--- config.mk ---
export PLATFORM = sky130hd
export DESIGN_NAME = syzygy_adc_align_seq
export DESIGN_NICKNAME = d
export VERILOG_FILES = /design/src/rtl/syzygy_adc_align_seq.sv
export SDC_FILE = /design/constraint.sdc
export NUM_CORES = 1
export LEC_CHECK = 0
export CORE_MARGIN = 2
export CORE_UTILIZATION = 48
export DETAILED_ROUTE_END_ITERATION = 16
export PLACE_DENSITY = 0.84
export REMOVE_ABC_BUFFERS = 1
export SLEW_MARGIN = 20
export SYNTH_ARGS = -nofsm -noshare
export SYNTH_HDL_FRONTEND = slang
export SYNTH_SLANG_ARGS = --single-unit
--- constraint.sdc ---
create_clock -name clk -period 5.4 [get_ports clk]
set_input_delay 0.81 -clock clk [delete_from_list [all_inputs] [get_ports clk]]
set_output_delay 0.81 -clock clk [all_outputs]
set_load 0.1 [all_outputs]
--- src/rtl/syzygy_adc_align_seq.sv ---
// -----------------------------------------------------------------------------
// syzygy_adc_align_seq
//
// Startup sequencer and frame aligner for a serial LVDS ADC front end. It
// releases the IDELAYCTRL and ISERDES resets in order once the MMCM is locked.
// It then trains word alignment by pulsing bitslip until the deserialised frame
// word equals FRAME_PATTERN. Once aligned it passes sample data through with a
// valid flag, watches the frame lane, and retrains when alignment is lost.
// Everything runs in the divided ADC data clock domain.
//
// Ports
//   clk            divided ADC data clock
//   reset_async_n  asynchronous active-low reset
//   mmcm_locked    async MMCM lock, 2-flop synchronised
//   idelay_rdy     async IDELAYCTRL ready, 2-flop synchronised
//   retrain        single-cycle realign request
//   frame_word     deserialised frame lane
//   adc_data_in    deserialised channel words, channel 0 in the LSBs
//   reset_idelay   IDELAYCTRL reset
//   reset_serdes   ISERDES / IDELAY reset
//   bitslip        one-cycle bitslip pulse
//   bitslip_count  cumulative slips modulo DATA_WIDTH
//   adc_data_out   registered sample data
//   data_valid     adc_data_out is aligned and valid
//   rdy            sequencer is in LOCKED
//   align_error    training exhausted MAX_SLIPS
//   relock_count   automatic retrains, saturating at 255
// -----------------------------------------------------------------------------
module syzygy_adc_align_seq #(
  parameter int                    NUM_CHANNELS    = 2,
  parameter int                    DATA_WIDTH      = 16,
  parameter logic [DATA_WIDTH-1:0] FRAME_PATTERN   = 16'hFF00,
  parameter int                    SETTLE_CYCLES   = 64,
  parameter int                    BITSLIP_WAIT    = 4,
  parameter int                    MAX_SLIPS       = 15,
  parameter int                    LOCK_LOSS_COUNT = 4
) (
  input  logic                               clk,
  input  logic                               reset_async_n,
  input  logic                               mmcm_locked,
  input  logic                               idelay_rdy,
  input  logic                               retrain,
  input  logic [DATA_WIDTH-1:0]              frame_word,
  input  logic [NUM_CHANNELS*DATA_WIDTH-1:0] adc_data_in,
  output logic                               reset_idelay,
  output logic                               reset_serdes,
  output logic                               bitslip,
  output logic [$clog2(DATA_WIDTH)-1:0]      bitslip_count,
  output logic [NUM_CHANNELS*DATA_WIDTH-1:0] adc_data_out,
  output logic                               data_valid,
  output logic                               rdy,
  output logic                               align_error,
  output logic [7:0]                         relock_count
);

  localparam int BSC_W   = $clog2(DATA_WIDTH);
  localparam int SLIP_W  = $clog2(MAX_SLIPS + 1);
  localparam int CNT_MAX = (SETTLE_CYCLES > BITSLIP_WAIT) ? SETTLE_CYCLES : BITSLIP_WAIT;
  localparam int CNT_W   = $clog2(CNT_MAX + 1);
  localparam int MISS_W  = $clog2(LOCK_LOSS_COUNT + 1);

  localparam logic [CNT_W-1:0]  SETTLE_LD = CNT_W'(SETTLE_CYCLES);
  localparam logic [CNT_W-1:0]  WAIT_LD   = CNT_W'(BITSLIP_WAIT);
  localparam logic [SLIP_W-1:0] SLIP_LAST = SLIP_W'(MAX_SLIPS);
  localparam logic [MISS_W-1:0] MISS_LAST = MISS_W'(LOCK_LOSS_COUNT - 1);
  localparam logic [BSC_W-1:0]  BSC_LAST  = BSC_W'(DATA_WIDTH - 1);

  localparam logic [2:0] S_RESET_HOLD  = 3'd0;
  localparam logic [2:0] S_WAIT_IDELAY = 3'd1;
  localparam logic [2:0] S_SETTLE      = 3'd2;
  localparam logic [2:0] S_CHECK       = 3'd3;
  localparam logic [2:0] S_SLIP        = 3'd4;
  localparam logic [2:0] S_SLIP_WAIT   = 3'd5;
  localparam logic [2:0] S_LOCKED      = 3'd6;
  localparam logic [2:0] S_FAIL        = 3'd7;

  logic              mmcm_p0, mmcm_p1;
  logic              idly_p0, idly_p1;
  logic [2:0]        state;
  logic [CNT_W-1:0]  cnt;
  logic [SLIP_W-1:0] slips;
  logic [MISS_W-1:0] miss;
  logic              frame_match;
  logic              retrain_ok;

  assign frame_match = (frame_word == FRAME_PATTERN);
  // Retrain only means something once the PHY is out of reset and settled.
  assign retrain_ok  = (state == S_CHECK) || (state == S_SLIP) || (state == S_SLIP_WAIT) ||
                       (state == S_LOCKED) || (state == S_FAIL);

  always_ff @(posedge clk or negedge reset_async_n) begin
    if (!reset_async_n) begin
      mmcm_p0       <= 1'b0;
      mmcm_p1       <= 1'b0;
      idly_p0       <= 1'b0;
      idly_p1       <= 1'b0;
      state         <= S_RESET_HOLD;
      cnt           <= '0;
      slips         <= '0;
      miss          <= '0;
      reset_idelay  <= 1'b1;
      reset_serdes  <= 1'b1;
      bitslip       <= 1'b0;
      bitslip_count <= '0;
      adc_data_out  <= '0;
      data_valid    <= 1'b0;
      rdy           <= 1'b0;
      align_error   <= 1'b0;
      relock_count  <= 8'd0;
    end else begin
      // Stage p0 -> p1: two-flop synchronisers for the asynchronous status inputs
      mmcm_p0 <= mmcm_locked;
      mmcm_p1 <= mmcm_p0;
      idly_p0 <= idelay_rdy;
      idly_p1 <= idly_p0;

      // Output stage: sample data and its valid flag, one cycle behind the inputs
      adc_data_out <= adc_data_in;
      data_valid   <= mmcm_p1 && (state == S_LOCKED) && frame_match;

      bitslip <= 1'b0;

      if (!mmcm_p1) begin
        // Clock loss restarts the whole bring-up; slip and relock history survive.
        state        <= S_RESET_HOLD;
        cnt          <= '0;
        slips        <= '0;
        miss         <= '0;
        reset_idelay <= 1'b1;
        reset_serdes <= 1'b1;
        rdy          <= 1'b0;
        align_error  <= 1'b0;
      end else if (retrain && retrain_ok) begin
        state       <= S_CHECK;
        slips       <= '0;
        miss        <= '0;
        rdy         <= 1'b0;
        align_error <= 1'b0;
      end else begin
        case (state)
          S_RESET_HOLD: begin
            state        <= S_WAIT_IDELAY;
            reset_idelay <= 1'b0;
          end
          S_WAIT_IDELAY: begin
            if (idly_p1) begin
              state        <= S_SETTLE;
              reset_serdes <= 1'b0;
              cnt          <= SETTLE_LD;
            end
          end
          S_SETTLE: begin
            // Counter was loaded on entry, so leaving at 1 gives SETTLE_CYCLES cycles here.
            if (cnt <= CNT_W'(1)) begin
              state <= S_CHECK;
              slips <= '0;
            end else begin
              cnt <= cnt - CNT_W'(1);
            end
          end
          S_CHECK: begin
            if (frame_match) begin
              state <= S_LOCKED;
              miss  <= '0;
              rdy   <= 1'b1;
            end else if (slips == SLIP_LAST) begin
              state       <= S_FAIL;
              align_error <= 1'b1;
            end else begin
              state         <= S_SLIP;
              bitslip       <= 1'b1;
              slips         <= slips + SLIP_W'(1);
              bitslip_count <= (bitslip_count == BSC_LAST) ? '0 : bitslip_count + BSC_W'(1);
            end
          end
          S_SLIP: begin
            state <= S_SLIP_WAIT;
            cnt   <= WAIT_LD;
          end
          S_SLIP_WAIT: begin
            if (cnt <= CNT_W'(1)) begin
              state <= S_CHECK;
            end else begin
              cnt <= cnt - CNT_W'(1);
            end
          end
          S_LOCKED: begin
            if (frame_match) begin
              miss <= '0;
            end else if (miss == MISS_LAST) begin
              state <= S_CHECK;
              slips <= '0;
              miss  <= '0;
              rdy   <= 1'b0;
              if (relock_count != 8'hFF) relock_count <= relock_count + 8'd1;
            end else begin
              miss <= miss + MISS_W'(1);
            end
          end
          S_FAIL: begin
            align_error <= 1'b1;
          end
          default: state <= S_RESET_HOLD;
        endcase
      end
    end
  end

endmodule

After elaboration in Yosys (flattened, before gate mapping)
Cells that the tools add are included.
{"block": "totals", "ff_bits": 71, "wordCells": 129}
{"block": "op_classes", "reduce_logical": 19, "add_sub_neg": 5, "eq_ne": 32, "muxes": 52, "order_cmp": 1, "n_bitwise": 3}
{"cell": "3-bit 2-to-1 mux", "n": 11}
{"cell": "4-bit 2-to-1 mux", "n": 8}
{"cell": "7-bit 2-to-1 mux", "n": 4}
{"cell": "1-bit 2-to-1 mux", "n": 21}
{"cell": "7-bit one-hot mux with 3 select lines", "n": 1}
{"cell": "3-bit one-hot mux with 6 select lines", "n": 1}
{"cell": "16-bit == test (second input constant)", "n": 1}
{"cell": "4-bit by 2-bit != test with 1-bit output (second input constant)", "n": 4}
{"cell": "3-bit == test (second input constant)", "n": 4}
{"cell": "4-bit by 3-bit != test with 1-bit output (second input constant)", "n": 3}
{"cell": "4-bit != test (second input constant)", "n": 3}
{"cell": "4-bit one-hot mux with 3 select lines", "n": 1}
{"cell": "6-bit AND reduction", "n": 2}
{"cell": "5-bit AND reduction", "n": 2}
{"cell": "3-bit by 2-bit == test with 1-bit output (second input constant)", "n": 3}
{"cell": "4-bit by 1-bit adder with 4-bit output (second input constant)", "n": 2}
{"cell": "8-bit by 1-bit adder with 8-bit output (second input constant)", "n": 1}
{"cell": "4-bit == test (second input constant)", "n": 2}
{"cell": "4-bit by 1-bit != test with 1-bit output (second input constant)", "n": 2}
{"cell": "8-bit by 2-bit != test with 1-bit output (second input constant)", "n": 1}
{"cell": "8-bit != test (second input constant)", "n": 1}
{"cell": "4-bit AND reduction", "n": 2}
{"cell": "7-bit by 1-bit <= comparator with 1-bit output (second input constant)", "n": 1}
{"cell": "7-bit by 1-bit subtractor with 7-bit output (second input constant)", "n": 1}
{"cell": "other kinds (16)", "n": 30}

Logic depth before layout (Yosys ltp)
{"block": "depth", "ltp_word": 8, "ltp_mapped": 7}

Worst setup path after synthesis
Ideal clock, no wire load.
{"block": "synth_path", "path_type": "in2reg", "from": "input port frame_word[1]", "to": "register bitslip_count[0]", "path_slack_ns": 2.764, "arrival_time_ns": 2.509, "setup_time_ns": 0.127, "cell_stages": 6, "t_required_ns": 5.273, "n_path_buf": 2, "path_cell_list": "or4_4 > or4_4 > buf_6 > and3_1 > buf_6 > mux2_4"}
{"block": "synth_via", "elab_chain_len": 3}
{"element": "start, declared", "line_no": "43", "rtl": "input logic [DATA_WIDTH-1:0] frame_word,"}
{"element": "16-bit == test", "line_no": "86", "rtl": "assign frame_match = (frame_word == FRAME_PATTERN);"}
{"element": "1-bit NOT (no line)"}
{"element": "5-bit AND reduction (no line)"}
{"element": "end signal, assigned", "line_no": "173", "rtl": "bitslip_count <= (bitslip_count == BSC_LAST) ? '0 : bitslip_count + BSC_W'(1);"}
{"element": "end, declared", "line_no": "48", "rtl": "output logic [$clog2(DATA_WIDTH)-1:0] bitslip_count,"}
No other way between the ends.
A chain may end at the register's enable or synchronous reset.

Worst setup path in the final report
{"block": "layout_path", "from": "input port frame_word[1]", "to": "register rdy"}
{"block": "layout_via", "elab_chain_len": 3, "elab_cells_between_ends": 4, "cone_classes": "3 x eq/ne; 1 x reduce/logical"}
{"element": "16-bit == test (*)", "line_no": "86"}
{"element": "4-bit by 3-bit != test with 1-bit output (no line)"}
{"element": "4-bit AND reduction (no line) (*)"}
{"element": "end signal, assigned", "line_no": "107", "rtl": "rdy <= 1'b0;"}
{"element": "end signal, assigned", "line_no": "131", "rtl": "rdy <= 1'b0;"}
{"element": "end signal, assigned", "line_no": "137", "rtl": "rdy <= 1'b0;"}
{"element": "end, declared", "line_no": "51", "rtl": "output logic rdy,"}
Every way passes the cells marked *; elsewhere a longest branch is shown, timed or not.

==> out/results.tsv <==
stage	metric	value	unit
die	I/O pin count	103	
synth	Netlist cell types	54	
global_routing	first-pass GRT wire length	10700	um
setup_path	Crit Path Class	in2reg	
place	RD Place Congestion	0.826	
sta	Final TNS setup	0	ns
global_routing	Overflow after GRT	0	
worst_hold_path	Min-Delay Path Class	reg2reg	
setup_path	crit-path cells	clkdlybuf4s50_1 -> or4_4 -> nor4_1 -> a21boi_0 -> nor2_1 -> mux2_2	
route	drt wl/cell	15.1	um
synth	asr flop ratio synth	100	%
setup_path	RR Startpoint	state[2]$_DFFE_PN0P_	
die	Die H	82.3	um
setup_path	CP bufs+invs	1	
global_routing	vias in the first global route	2374	
setup_path	slowest stage delay, CP	0.54	ns
die	Die ar.	6780	sq um
route	DR iter-0 viols	211	
setup_path	critical path launch point type	input pin	
global_routing	Global Route Usage Sum	21.3	%
cts	H-tree Lvls	3	
synth	number of synthesized register bits	71	
cts	Clock Pin Slew Worst Setup and Hold Paths	0.07	ns
route	DRC Markers	0	
place	Post-DP HPWL	4810	um
route	Post-Route WL	6610	um
sta	RSZ-0062 raised after global routing	false	
setup_path	reg2reg path depth	5	
run	Max Cap Viol	0	
worst_hold_path	Worst Hold Path EP	mmcm_p1$_DFF_PN0_	
cts	clk sinks	71	
route	Vias per Instance	5.41	
route	Detail Route Antenna Nets	0	
sta	Max Slew Vio Count	0	
worst_hold_path	hold path startpoint	mmcm_p0$_DFF_PN0_	
global_routing	largest net degree at the start of global routing	72	
setup_path	Setup crit end kind	register	
setup_path	Worst EP required	5.62	ns
final_layout	fill count	426	
final_layout	fraction of layout cells with a size suffix above 1	9.37	%
sta	Layout Skew	0.00573	ns
worst_hold_path	Hold Path Stages	0	
cts	CTS buffer count	9	
synth	sequential area share after synthesis	60.4	%
place	Placed Cells	422	
die	Core Footprint	5920	sq um
global_routing	initial antenna violation count	0	
cts	maximum clock path buffer count	2	
setup_path	critical path's slowest cell	or4_4	
route	DR vias	2370	
sta	hold_ws	0.350	ns
final_layout	most frequent cells in the layout	101 x clkdlybuf4s50_1, 69 x dfrtp_1, 29 x nor2_1, 13 x nand2_1, 13 x a21oi_1	
cts	hold buffers post-CTS	0	
setup_path	R2R Path End	bitslip_count[3]$_DFFE_PN0P_	
power_and_ir_drop	Lkg Pwr	0.00182	uW
status	status	finished, final reports clean	
setup_path	critical path depth in cells	6	
cts	post_cts resized	0	
cts	clk root buf	clkbuf_8	
synth	Synth Flop Type	dfrtp_1	
synth	Ys Warns	0	
power_and_ir_drop	pwr/cell area	366	nW/um^2
sta	crit path time final	2.89	ns
cts	total setup buffers inserted after CTS	0	
setup_path	Data arrival, critical path	3.11	ns
die	die width	82.3	um
setup_path	delay-heaviest family, CP	simple AND/OR/NAND/NOR gates	
sta	Setup Viol. Count Final	0	
die	Initial Util	49.7	%
final_layout	Final #Nets	417	
final_layout	area added between synthesis and finish	43.3	%
final_layout	commonest non-fill, non-tap cell in the layout	clkdlybuf4s50_1	
sta	period utilisation layout	53.5	%
route	Initial DRT Pass Iterations	5	
power_and_ir_drop	worst IR drop on VDD	290	uV
sta	fmax	346	MHz
synth	number of synthesized flops with an enable pin	0	
cts	CTS tree	yes	
place	buffers added on ports	102	
die	std cell rows	28	
sta	slew of the pin with the lowest slew margin	1.00	ns
final_layout	Cell Count, Final, Fillers Out	438	
cts	Clock Latency Late Sink	0.34	ns
final_layout	n_diodes	0	
setup_path	reg2reg setup slack	2.99	ns
sta	Final Hold Vio Count	0	
sta	slew margin rel.	32.8	%
setup_path	crit-path max FO	4	
synth	Cells after Synth	253	
synth	mapped cell area	2950	sq um
synth	Mapped Avg Cell Area	11.6	sq um
## flip-flops by register name, indices dropped and copies added (netlist names)
signal	flops
adc_data_out	32
reset_idelay	1
align_error	1
cnt	7
miss	3
data_valid	1
bitslip	1
idly_p1	1
slips	4
rdy	1
state	3
idly_p0	1
mmcm_p0	1
relock_count	8
bitslip_count	4
reset_serdes	1
mmcm_p1	1
## area by class of cell
| type | count | area [sq um] | area share, % |
|---|---|---|---|
| clock buffer | 12 | 155 | 3.68 |
| timing repair buffer | 103 | 1020 | 24.2 |
| sequential | 71 | 1780 | 42.1 |
| multi-input combinational | 165 | 1090 | 25.7 |
| clock inverter | 4 | 53.8 | 1.27 |
| tap | 75 | 93.8 | 2.22 |
| inverter | 8 | 30.0 | 0.711 |
## report_power, final
group / switching, uW / internal, uW
clock network: 193 / 239
registers: 50.1 / 574
logic: 326 / 162
total: 568 / 976
## worst register-to-register path, cell delays in order, from the launching register on
cell,delay [ns]
dfrtp_1,0.59
or2b_2,0.42
nor3_1,0.47
and3_1,0.47
nand3_1,0.13
a32o_1,0.21
## metrics by stage
stage	cell area, sq um	setup WS (ns)	total power (uW)	util [%]
after floorplan	2890	2.82	970	-
after global placement	4010	2.35	1110	67.8
after detailed placement	4010	2.21	1120	67.8
after CTS	4220	2.56	1550	71.3
after global routing	4220	2.51	1620	71.3
final	4220	2.51	1540	71.3
## cell families after synthesis
logic type                 synth area share (%)
buffers and inverters                      2.76
DFF                                        60.4
AOI/OAI and AO/OA                          13.0
and+or+nand+nor                            15.2
adders and majority gates                  2.55
xor gates and xnor gates                   2.38
muxes                                      3.74
## Yosys cell counts, types with 3 or more instances
cell type | number | share of area (%)
a21oi_1 | 13 | 2.2
a31oi_1 | 4 | 0.85
clkbuf_1 | 4 | 0.51
dfrtp_1 | 69 | 59
ha_1 | 6 | 2.5
inv_1 | 7 | 0.89
mux2_2 | 4 | 1.5
mux2_4 | 3 | 1.5
nand2_1 | 13 | 1.7
nand2b_1 | 7 | 1.5
nand3_1 | 9 | 1.5
nand4_1 | 4 | 0.85
nor2_1 | 29 | 3.7
nor3_1 | 10 | 1.7
nor4_1 | 3 | 0.64
o21a_1 | 3 | 0.76
o21ai_0 | 11 | 1.9
xor2_1 | 6 | 1.8
## worst max path at each step
stage	from	end	slack (ns)
after floorplan	frame_word[1]	bitslip_count[0]$_DFFE_PN0P_	2.82
after global placement	frame_word[1]	bitslip_count[1]$_DFFE_PN0P_	2.35
after detailed placement	frame_word[1]	rdy$_DFFE_PN0P_	2.21
after CTS	reset_serdes$_DFFE_PN1P_	reset_serdes	2.56
after global routing	reset_serdes$_DFFE_PN1P_	reset_serdes	2.51
final	frame_word[1]	rdy$_DFFE_PN0P_	2.51
## per-layer routing
metal | track usage (%) | up-vias | wire length [um]
li1 | - | 1118 | -
met1 | 23.2 | 1129 | 2510
met2 | 36.5 | 106 | 3280
met3 | 7.50 | 17 | 666
met4 | 11.0 | 0 | 156
met5 | 0 | - | 0
(Power assumes the default switching activity.)
